### config.mk
export PLATFORM = sky130hd
export DESIGN_NAME = seg7_display_driver
export DESIGN_NICKNAME = d
export VERILOG_FILES = /design/src/rtl/seg7_pkg.sv /design/src/rtl/seg7_glyph.sv /design/src/rtl/seg7_display_driver.sv
export SDC_FILE = /design/constraint.sdc
export NUM_CORES = 1
export LEC_CHECK = 0
export CAP_MARGIN = 20
export CORE_MARGIN = 10
export CORE_UTILIZATION = 28
export DETAILED_ROUTE_END_ITERATION = 6
export GPL_TIMING_DRIVEN = 0
export PLACE_DENSITY = 0.51
export SLEW_MARGIN = 20
export SYNTH_ARGS = -nofsm -noshare
export SYNTH_HDL_FRONTEND = slang
export SYNTH_SLANG_ARGS = --single-unit
export TNS_END_PERCENT = 30
### constraint.sdc
create_clock -name clk -period 7.1 [get_ports clk]
set_clock_uncertainty 0.2 [all_clocks]
set_input_delay 1.42 -clock clk [delete_from_list [all_inputs] [get_ports clk]]
set_output_delay 1.42 -clock clk [all_outputs]
set_load 0.005 [all_outputs]
### src/rtl/seg7_pkg.sv
// seg7_pkg: shared glyph table, FSM state encoding and nibble-to-glyph lookup
// for the multi-digit 7-segment driver.
// Glyphs are active-low, bit order gfedcba (bit 6 = g, bit 0 = a).
package seg7_pkg;

  localparam logic [6:0] GLYPH_0     = 7'b1000000;
  localparam logic [6:0] GLYPH_1     = 7'b1111001;
  localparam logic [6:0] GLYPH_2     = 7'b0100100;
  localparam logic [6:0] GLYPH_3     = 7'b0110000;
  localparam logic [6:0] GLYPH_4     = 7'b0011001;
  localparam logic [6:0] GLYPH_5     = 7'b0010010;
  localparam logic [6:0] GLYPH_6     = 7'b0000010;
  localparam logic [6:0] GLYPH_7     = 7'b1111000;
  localparam logic [6:0] GLYPH_8     = 7'b0000000;
  localparam logic [6:0] GLYPH_9     = 7'b0011000;
  localparam logic [6:0] GLYPH_A     = 7'b0001000;
  localparam logic [6:0] GLYPH_B     = 7'b0000011;
  localparam logic [6:0] GLYPH_C     = 7'b1000110;
  localparam logic [6:0] GLYPH_D     = 7'b0100001;
  localparam logic [6:0] GLYPH_E     = 7'b0000110;
  localparam logic [6:0] GLYPH_F     = 7'b0001110;
  localparam logic [6:0] GLYPH_DASH  = 7'b0111111;
  localparam logic [6:0] GLYPH_BLANK = 7'b1111111;

  typedef enum logic [1:0] {
    ST_IDLE   = 2'd0,
    ST_SHIFT  = 2'd1,
    ST_COMMIT = 2'd2
  } state_t;

  // Hex-capable lookup; decimal digits are just the 0..9 subset.
  function automatic logic [6:0] glyph_of(input logic [3:0] nibble);
    logic [6:0] g;
    g = GLYPH_BLANK;
    case (nibble)
      4'h0: g = GLYPH_0;
      4'h1: g = GLYPH_1;
      4'h2: g = GLYPH_2;
      4'h3: g = GLYPH_3;
      4'h4: g = GLYPH_4;
      4'h5: g = GLYPH_5;
      4'h6: g = GLYPH_6;
      4'h7: g = GLYPH_7;
      4'h8: g = GLYPH_8;
      4'h9: g = GLYPH_9;
      4'hA: g = GLYPH_A;
      4'hB: g = GLYPH_B;
      4'hC: g = GLYPH_C;
      4'hD: g = GLYPH_D;
      4'hE: g = GLYPH_E;
      4'hF: g = GLYPH_F;
      default: g = GLYPH_BLANK;
    endcase
    return g;
  endfunction

endpackage

### src/rtl/seg7_glyph.sv
// seg7_glyph: one digit's glyph from a nibble, with blank and dash overrides.
// Ports: nibble (4b value), blank (force all-off), dash (force '-', wins over
// blank), glyph (7b active-low gfedcba). Purely combinational.
module seg7_glyph
  import seg7_pkg::*;
(
  input  logic [3:0] nibble,
  input  logic       blank,
  input  logic       dash,
  output logic [6:0] glyph
);

  always_comb begin
    glyph = glyph_of(nibble);
    if (blank) glyph = GLYPH_BLANK;
    if (dash)  glyph = GLYPH_DASH;
  end

endmodule

### src/rtl/seg7_display_driver.sv
// seg7_display_driver: multi-digit active-low 7-segment driver with load
// handshake, sequential shift-add-3 decimal conversion or direct hex,
// leading-zero blanking and overflow dashes; holds last image between updates.
// Ports: clk, rst (sync, active-high); value/load/mode/blank_lz request side;
// seg (digit i at seg[7i+6:7i], digit 0 rightmost), busy, done (1-cycle pulse
// with the new image), overflow (committed image is all dashes).
// Latency accept->seg: hex 2 cycles, decimal WIDTH+2; load ignored while busy.
module seg7_display_driver
  import seg7_pkg::*;
#(
  parameter int DIGITS = 4,
  parameter int WIDTH  = 14
) (
  input  logic                  clk,
  input  logic                  rst,
  input  logic [WIDTH-1:0]      value,
  input  logic                  load,
  input  logic                  mode,
  input  logic                  blank_lz,
  output logic [7*DIGITS-1:0]   seg,
  output logic                  busy,
  output logic                  done,
  output logic                  overflow
);

  localparam int BW   = 4 * DIGITS;
  localparam int CW   = $clog2(WIDTH + 1);
  // Value padded so hex nibbles above WIDTH-1 read as zero and bits above
  // the display range can be tested for hex overflow.
  localparam int PADW = (WIDTH > BW) ? WIDTH : BW;

  state_t                state, state_nxt;
  logic [WIDTH-1:0]      sh;        // latched value; shifted out MSB-first in decimal
  logic [BW-1:0]         bcd;
  logic [BW-1:0]         bcd_adj;
  logic                  ovf;       // sticky: a bit left the top BCD nibble
  logic [CW-1:0]         cnt;
  logic                  mode_q;
  logic                  blz_q;

  logic [PADW-1:0]       vpad;
  logic                  hex_ovf;
  logic                  img_ovf;
  logic [BW-1:0]         nibs;
  logic [DIGITS-1:0]     dig_blank;
  logic [7*DIGITS-1:0]   glyphs;

  assign busy = (state != ST_IDLE);

  // ---------------- FSM ----------------
  always_ff @(posedge clk) begin
    if (rst) state <= ST_IDLE;
    else     state <= state_nxt;
  end

  always_comb begin
    state_nxt = state;
    case (state)
      ST_IDLE:   if (load) state_nxt = mode ? ST_COMMIT : ST_SHIFT;
      ST_SHIFT:  if (cnt == CW'(1)) state_nxt = ST_COMMIT;
      ST_COMMIT: state_nxt = ST_IDLE;
      default:   state_nxt = ST_IDLE;
    endcase
  end

  // ---------------- shift-add-3 correction ----------------
  always_comb begin
    bcd_adj = bcd;
    for (int i = 0; i < DIGITS; i++) begin
      if (bcd[4*i +: 4] >= 4'd5) bcd_adj[4*i +: 4] = bcd[4*i +: 4] + 4'd3;
    end
  end

  // ---------------- image selection ----------------
  assign vpad    = PADW'(sh);
  assign hex_ovf = |(vpad >> BW);
  assign img_ovf = mode_q ? hex_ovf : ovf;
  assign nibs    = mode_q ? vpad[BW-1:0] : bcd;

  // Blank every digit above the most significant nonzero one; digit 0 always
  // shows so that a zero value reads "0".
  always_comb begin : blank_scan
    logic seen;
    seen      = 1'b0;
    dig_blank = '0;
    for (int i = DIGITS - 1; i >= 0; i--) begin
      seen         = seen | (nibs[4*i +: 4] != 4'd0);
      dig_blank[i] = blz_q && !img_ovf && (i != 0) && !seen;
    end
  end

  for (genvar g = 0; g < DIGITS; g++) begin : g_dig
    seg7_glyph u_glyph (
      .nibble (nibs[4*g +: 4]),
      .blank  (dig_blank[g]),
      .dash   (img_ovf),
      .glyph  (glyphs[7*g +: 7])
    );
  end

  // ---------------- datapath / committed outputs ----------------
  always_ff @(posedge clk) begin
    if (rst) begin
      sh       <= '0;
      bcd      <= '0;
      ovf      <= 1'b0;
      cnt      <= '0;
      mode_q   <= 1'b0;
      blz_q    <= 1'b0;
      seg      <= '1;
      overflow <= 1'b0;
      done     <= 1'b0;
    end else begin
      done <= 1'b0;
      case (state)
        ST_IDLE: begin
          if (load) begin
            sh     <= value;
            mode_q <= mode;
            blz_q  <= blank_lz;
            bcd    <= '0;
            ovf    <= 1'b0;
            cnt    <= CW'(WIDTH);
          end
        end
        ST_SHIFT: begin
          bcd <= {bcd_adj[BW-2:0], sh[WIDTH-1]};
          ovf <= ovf | bcd_adj[BW-1];
          sh  <= sh << 1;
          cnt <= cnt - CW'(1);
        end
        ST_COMMIT: begin
          seg      <= glyphs;
          overflow <= img_ovf;
          done     <= 1'b1;
        end
        default: ;
      endcase
    end
  end

endmodule
==> reports/metrics.yaml, run 1 <==
detailed_routing:
  avgViaCountPerCell: 5.134
  dr.pass1.iters: 7
  wl_per_cell_um: 16.09
  drcViolationCount: 0
  routed_wl_um: 12560
  ant_nets: 0
  drt_iter0_markers: 253
  via_count: 4010
floorplanning:
  rows: 44
  io_pins: 50
  dieHeight_um: 142.3
  start_util: 0.2869
  coreArea_sq_um: 14590
  die_width_um: 142.3
  die-area_sq_um: 20240
timing:
  finalCritPeriodShare: 0.4241
  rsz0062_at_grt: "no"
  max_slew_margin: 0.4388
  final_max_slew_viol_count: 0
  setup_violations: 0
  fmax_mhz: 332.1
  tns_ps: 0
  timing_hold_violations_final: 0
  tightest_slew_ps: 834.3
  period_needed_ps: 3011
clock_tree:
  htreeDepth: 3
  cts_root_buffer: "clkbuf_16"
  numClockSinks: 69
  cts.reportedPaths.clkPinSlew_ps: 60
  numCtsBuffers: 9
  tritoncts: "yes"
  cts_resized: 0
  worstSkewPairLatency_ps: 340
  postCtsHoldBufs: 0
  cts_buffer_depth: 2
  post_cts_buffers: 0
yosys:
  synth_ff_type: "dfxtp_1"
  ys_seq_elements: 69
  synth_top_area_cell: "dfxtp_1"
  syn_area_sq_um: 4185
  yosys.cell_types.count: 48
  synthCells: 533
  synth_top_area_frac: 0.3300
  syn_area_per_cell_sq_um: 7.852
  synth-seq-area-share: 0.3300
  synthArstFlopShare: 0
  ys_warn_count: 0
  syn_nets: 585
  synth_edf_count: 0
  synthTopCellsByArea: "dfxtp_1 (33%), ha_1 (9.9%), a21oi_1 (6.8%), nand2_1 (5.9%), nor2_1 (5.7%)"
worst_setup_path:
  slowest_stage: "clkdlybuf4s50_1"
  critPathTopFamily: "buffers and inverters"
  crit_buf_inv: 2
  path_max_fanout: 6
  crit_chain: "nor2_1 -> inv_1 -> clkdlybuf4s50_1"
  crit_arrival_ps: 1390
  worstPathRequired_ps: 5480
  worstSetupEndpointType: "output pin"
  crit_path_start_kind: "flop"
  worst-setup-path-type: "flop to output pin"
  ff2ff_setup_slack_ps: 4190
  max_stage_delay_ps: 490
power_and_ir_drop:
  power.total_w: 0.001056
  peakVddDrop_uv: 135.9
  leakage_nw: 1.953
  power.density_nw_per_um2: 203.6
cells_and_area:
  area_delta_synth_final_pct: 23.98
  postLayoutCoreUtil: 0.3557
  final_cell_mix: "dfxtp_1 (69), nand2_1 (66), nor2_1 (63)"
  n_antenna_cell: 0
  stdcell_area_sq_um: 5189
  drive_gt1_frac: 0.06533
  finalNetCount: 644
  mostFrequentLayoutCell: "dfxtp_1"
placement:
  io_buffers: 48
  place_area_sq_um: 4896
  gp_congestion: 0.8737
  dp_hpwl_um: 9640
min_path:
  hp-class: "flop to flop"
grt:
  grt_max_degree: 12
  overflow: 0
  grt_pass1_wl_um: 20480
  antenna_found_initial: 0
  grt_pass1_vias: 3924
  grt_usage: 0.1244
run:
  maxCapViolations: 0
outcome:
  status: "finished, final reports clean"
==> kinds of logic after synthesis <==
family,Yosys count,share of synthesized area
buf+inv,54,0.05710
compound gates,153,0.2302
flops,69,0.3300
fa+ha+maj,33,0.09866
simple gates,190,0.1997
mux,24,0.06338
xor+xnor,10,0.02093
==> cell type report <==
type | instances | area (sq um)
inverters | 23 | 86.33
repair buffers | 48 | 480.5
flip-flops and latches | 69 | 1381
clock buffers | 11 | 242.7
well taps | 184 | 230.2
plain buffers | 31 | 152.6
fillers | 1491 | 9400
clock inverters | 5 | 50.05
multi-input cells | 410 | 2565
==> report_power, final <==
| part | internal [W] | switching (W) |
|---|---|---|
| clock | 0.000279 | 0.000170 |
| combinational | 0.0000756 | 0.0000948 |
| sequential | 0.000415 | 0.0000221 |
| total | 0.000769 | 0.000287 |
==> worst min-delay path, delay by kind of cell (launching register included) <==
family          cells  cell delay (ps)
compound gates      1               50
simple gates        1               50
flops               1              310
==> sequential cells by signal, indices dropped and copies added, names as in the netlist <==
name      flops
state         2
done          1
seg          28
ovf           1
blz_q         1
cnt           4
bcd          16
overflow      1
mode_q        1
sh           14
==> worst paths after layout <==
check                           cells after the start                   from             endpoint
worst min register to register                      2     blz_q$_SDFFE_PP0P_   blz_q$_SDFFE_PP0P_
worst min-delay path                                2     blz_q$_SDFFE_PP0P_   blz_q$_SDFFE_PP0P_
worst max register to register                     11    mode_q$_SDFFE_PP0P_  seg[7]$_SDFFE_PP1P_
worst max-delay path                                3  state[1]$_SDFFE_PP0P_                 busy
==> cells in the mapped netlist, drive strengths merged, types with 2 or more instances <==
cell	count
or3	3
nor3	12
a21oi	58
xor2	4
o22ai	4
a22oi	2
a31oi	12
a21boi	2
nand3	20
xnor2	6
nor4	2
o22a	2
buf	13
nand2	66
a32oi	2
a211oi	6
o221ai	2
ha	33
inv	23
nor2	64
clkbuf	18
mux2	7
o21ai	33
o211ai	5
dfxtp	69
a211o	2
a311oi	15
nor2b	6
mux2i	16
a221oi	2
nand2b	12
and2	4
==> metal layers <==
layer | vias up | routed length (um) | share of wire | track usage
met1 | 1871 | 5800 | 0.46 | 0.1584
met5 | - | 0 | 0 | 0
li1 | 1998 | - | - | -
met3 | 19 | 802 | 0.064 | 0.02837
met2 | 122 | 5701 | 0.45 | 0.1970
met4 | 0 | 259 | 0.021 | 0.05218
==> through the flow <==
step | setup slack [ps] | hold slack (ps) | cells
floorplan | 4484 | 236.6 | 533
global placement | 3917 | 259.1 | 765
detailed placement | 3908 | 255.2 | 765
CTS | 4081 | 264.3 | 781
global route | 3959 | 283.1 | 781
finish | 4089 | 262.6 | 781
Note: power is estimated with default switching activity, not from simulation.
==> run 2, diff against run 1 <==
Clock period 7.1 ns to 2.8 ns, I/O delays scaled along.
==> run 2 against run 1 <==
Setup slack worse by 3900 ps. Utilization up 0.086 points. Via count down 0.37%. Critical path depth up 8. Total power rose to 2.5 times the previous value. Sequential power rose to 2.5 times the previous value. Routed wire length about the same. Global-route usage unchanged. Register-to-register slack worse by 4000 ps. Critical endpoint is now seg[19]$_SDFFE_PP1P_. Highest routed layer unchanged.
==> reports/metrics.yaml, run 2 (synthesis gave the netlist of run 1 again) <==
timing:
  fin_hold_ws_ps: 262.7
  max_slew_margin: 0.5067
  tightest_slew_ps: 733.6
  final_max_slew_viol_count: 0
  rsz0062_at_grt: "no"
  fmax_mhz: 387.0
  setup_violations: 0
  timing_hold_violations_final: 0
  period_needed_ps: 2584
  finalCritPeriodShare: 0.9228
cells_and_area:
  largest_register_ffs: 28
  largest_register: "seg"
  drive_gt1_frac: 0.07203
  area_delta_synth_final_pct: 24.28
  mostFrequentLayoutCell: "dfxtp_1"
  n_antenna_cell: 0
  fillers: 1491
  final_cell_mix: "dfxtp_1 (69), nand2_1 (66), nor2_1 (63)"
  postLayoutCoreUtil: 0.3565
  reg_top3: "seg x28, bcd x16, sh x14"
  finalNetCount: 644
grt:
  overflow: 0
  grt_usage: 0.1244
  grt_pass1_wl_um: 20480
  grt_pass1_vias: 3924
  grt_max_degree: 12
  antenna_found_initial: 0
clock_tree:
  tritoncts: "yes"
  worstSkewPairLatency_ps: 340
  cts.reportedPaths.clkPinSlew_ps: 60
  htreeDepth: 3
  post_cts_buffers: 0
  numCtsBuffers: 9
  postCtsHoldBufs: 0
  cts_root_buffer: "clkbuf_16"
  numClockSinks: 69
  cts_buffer_depth: 2
outcome:
  status: "finished, final reports clean"
detailed_routing:
  drcViolationCount: 0
  drt_iter0_markers: 275
  routed_wl_um: 12570
  dr.pass1.iters: 5
  ant_nets: 0
  wl_per_cell_um: 16.10
  via_count: 3995
  avgViaCountPerCell: 5.115
worst_setup_path:
  worstPathRequired_ps: 2830
  critPathLaunch: "mode_q$_SDFFE_PP0P_"
  regToRegStartpoint: "mode_q$_SDFFE_PP0P_"
  crit_path_start_kind: "flop"
  max_stage_delay_ps: 320
  crit_chain: "buf_6 -> buf_6 -> clkbuf_2 -> nand2_1 -> a21boi_2 -> ha_1 -> nand2_1 -> a21oi_4 -> and3_4 -> a211o_1 -> o22a_1"
  slowest_stage: "dfxtp_1"
  worstSetupEndpointType: "flop"
  worst-setup-path-type: "flop to flop"
  crit_arrival_ps: 2620
  path_max_fanout: 10
placement:
  io_buffers: 48
  dp_hpwl_um: 9640
  gp_congestion: 0.8737
floorplanning:
  rows: 44
  die_width_um: 142.3
  coreArea_sq_um: 14590
  io_pins: 50
  die-area_sq_um: 20240
  start_util: 0.2869
  dieHeight_um: 142.3
power_and_ir_drop:
  peakVddDrop_uv: 344.9
  leakage_nw: 1.958
  power.density_nw_per_um2: 515.9
min_path:
  hp-start: "blz_q$_SDFFE_PP0P_"
  hp-class: "flop to flop"
run:
  maxCapViolations: 0
## run 2: worst paths after layout
kind,to,slack (ps),cells after the start
setup reg to reg,seg[19]$_SDFFE_PP1P_,220,11
hold / removal,blz_q$_SDFFE_PP0P_,260,2
setup / recovery,seg[19]$_SDFFE_PP1P_,220,11
hold reg to reg,blz_q$_SDFFE_PP0P_,260,2
## run 2: area by class of cell
class                      instances  area, sq um  area share
buffer                            31        153.9     0.02959
clock buffer                      11        242.7     0.04667
clock inverter                     5        50.05    0.009622
inverter                          23        86.33     0.01660
multi-input combinational        410         2576      0.4953
sequential                        69         1381      0.2656
tap                              184        230.2     0.04426
timing repair buffer              48        480.5     0.09237
## run 2: power breakdown
| group | internal [W] | leakage (nW) | switching (W) |
|---|---|---|---|
| registers | 0.00105 | 0.564 | 0.0000566 |
| clock network | 0.000707 | 0.149 | 0.000435 |
| logic | 0.000193 | 1.24 | 0.000241 |
## run 2: what timing repair did
| item | CTS | global route |
|---|---|---|
| endpoints found under the hold margin | 0 | 0 |
| gates resized for setup | 3 | 3 |
| setup endpoints to repair | 14 | 11 |
## run 2: stage by stage
stage / worst slack (ps) / std cells / power (W) / setup TNS [ps] / area (sq um)
finish: 216.2 / 781 / 0.002683 / 0 / 5201
global route: 41.74 / 781 / 0.002793 / 0 / 5201
detailed placement: -129.0 / 765 / 0.001564 / -1224 / 4896
floorplan: 332.6 / 533 / 0.001361 / 0 / 4185
global placement: -68.60 / 765 / 0.001556 / -465.0 / 4896
CTS: 99.49 / 781 / 0.002702 / 0 / 5190
## run 2: worst max-delay path, delay by kind of cell, from the launching register on
family | cells | cell delay [ps]
compound gates | 4 | 730
fa+ha+maj | 1 | 230
simple gates | 3 | 400
flops | 1 | 320
buf+inv | 3 | 570
## run 2: per-layer routing
layer  vias up  track usage  part of all wire
li1       2001            -                 -
met1      1876       0.1584              0.47
met4         0      0.05218             0.020
met5         -            0                 0
met3        19      0.02837             0.057
met2        99       0.1970              0.45
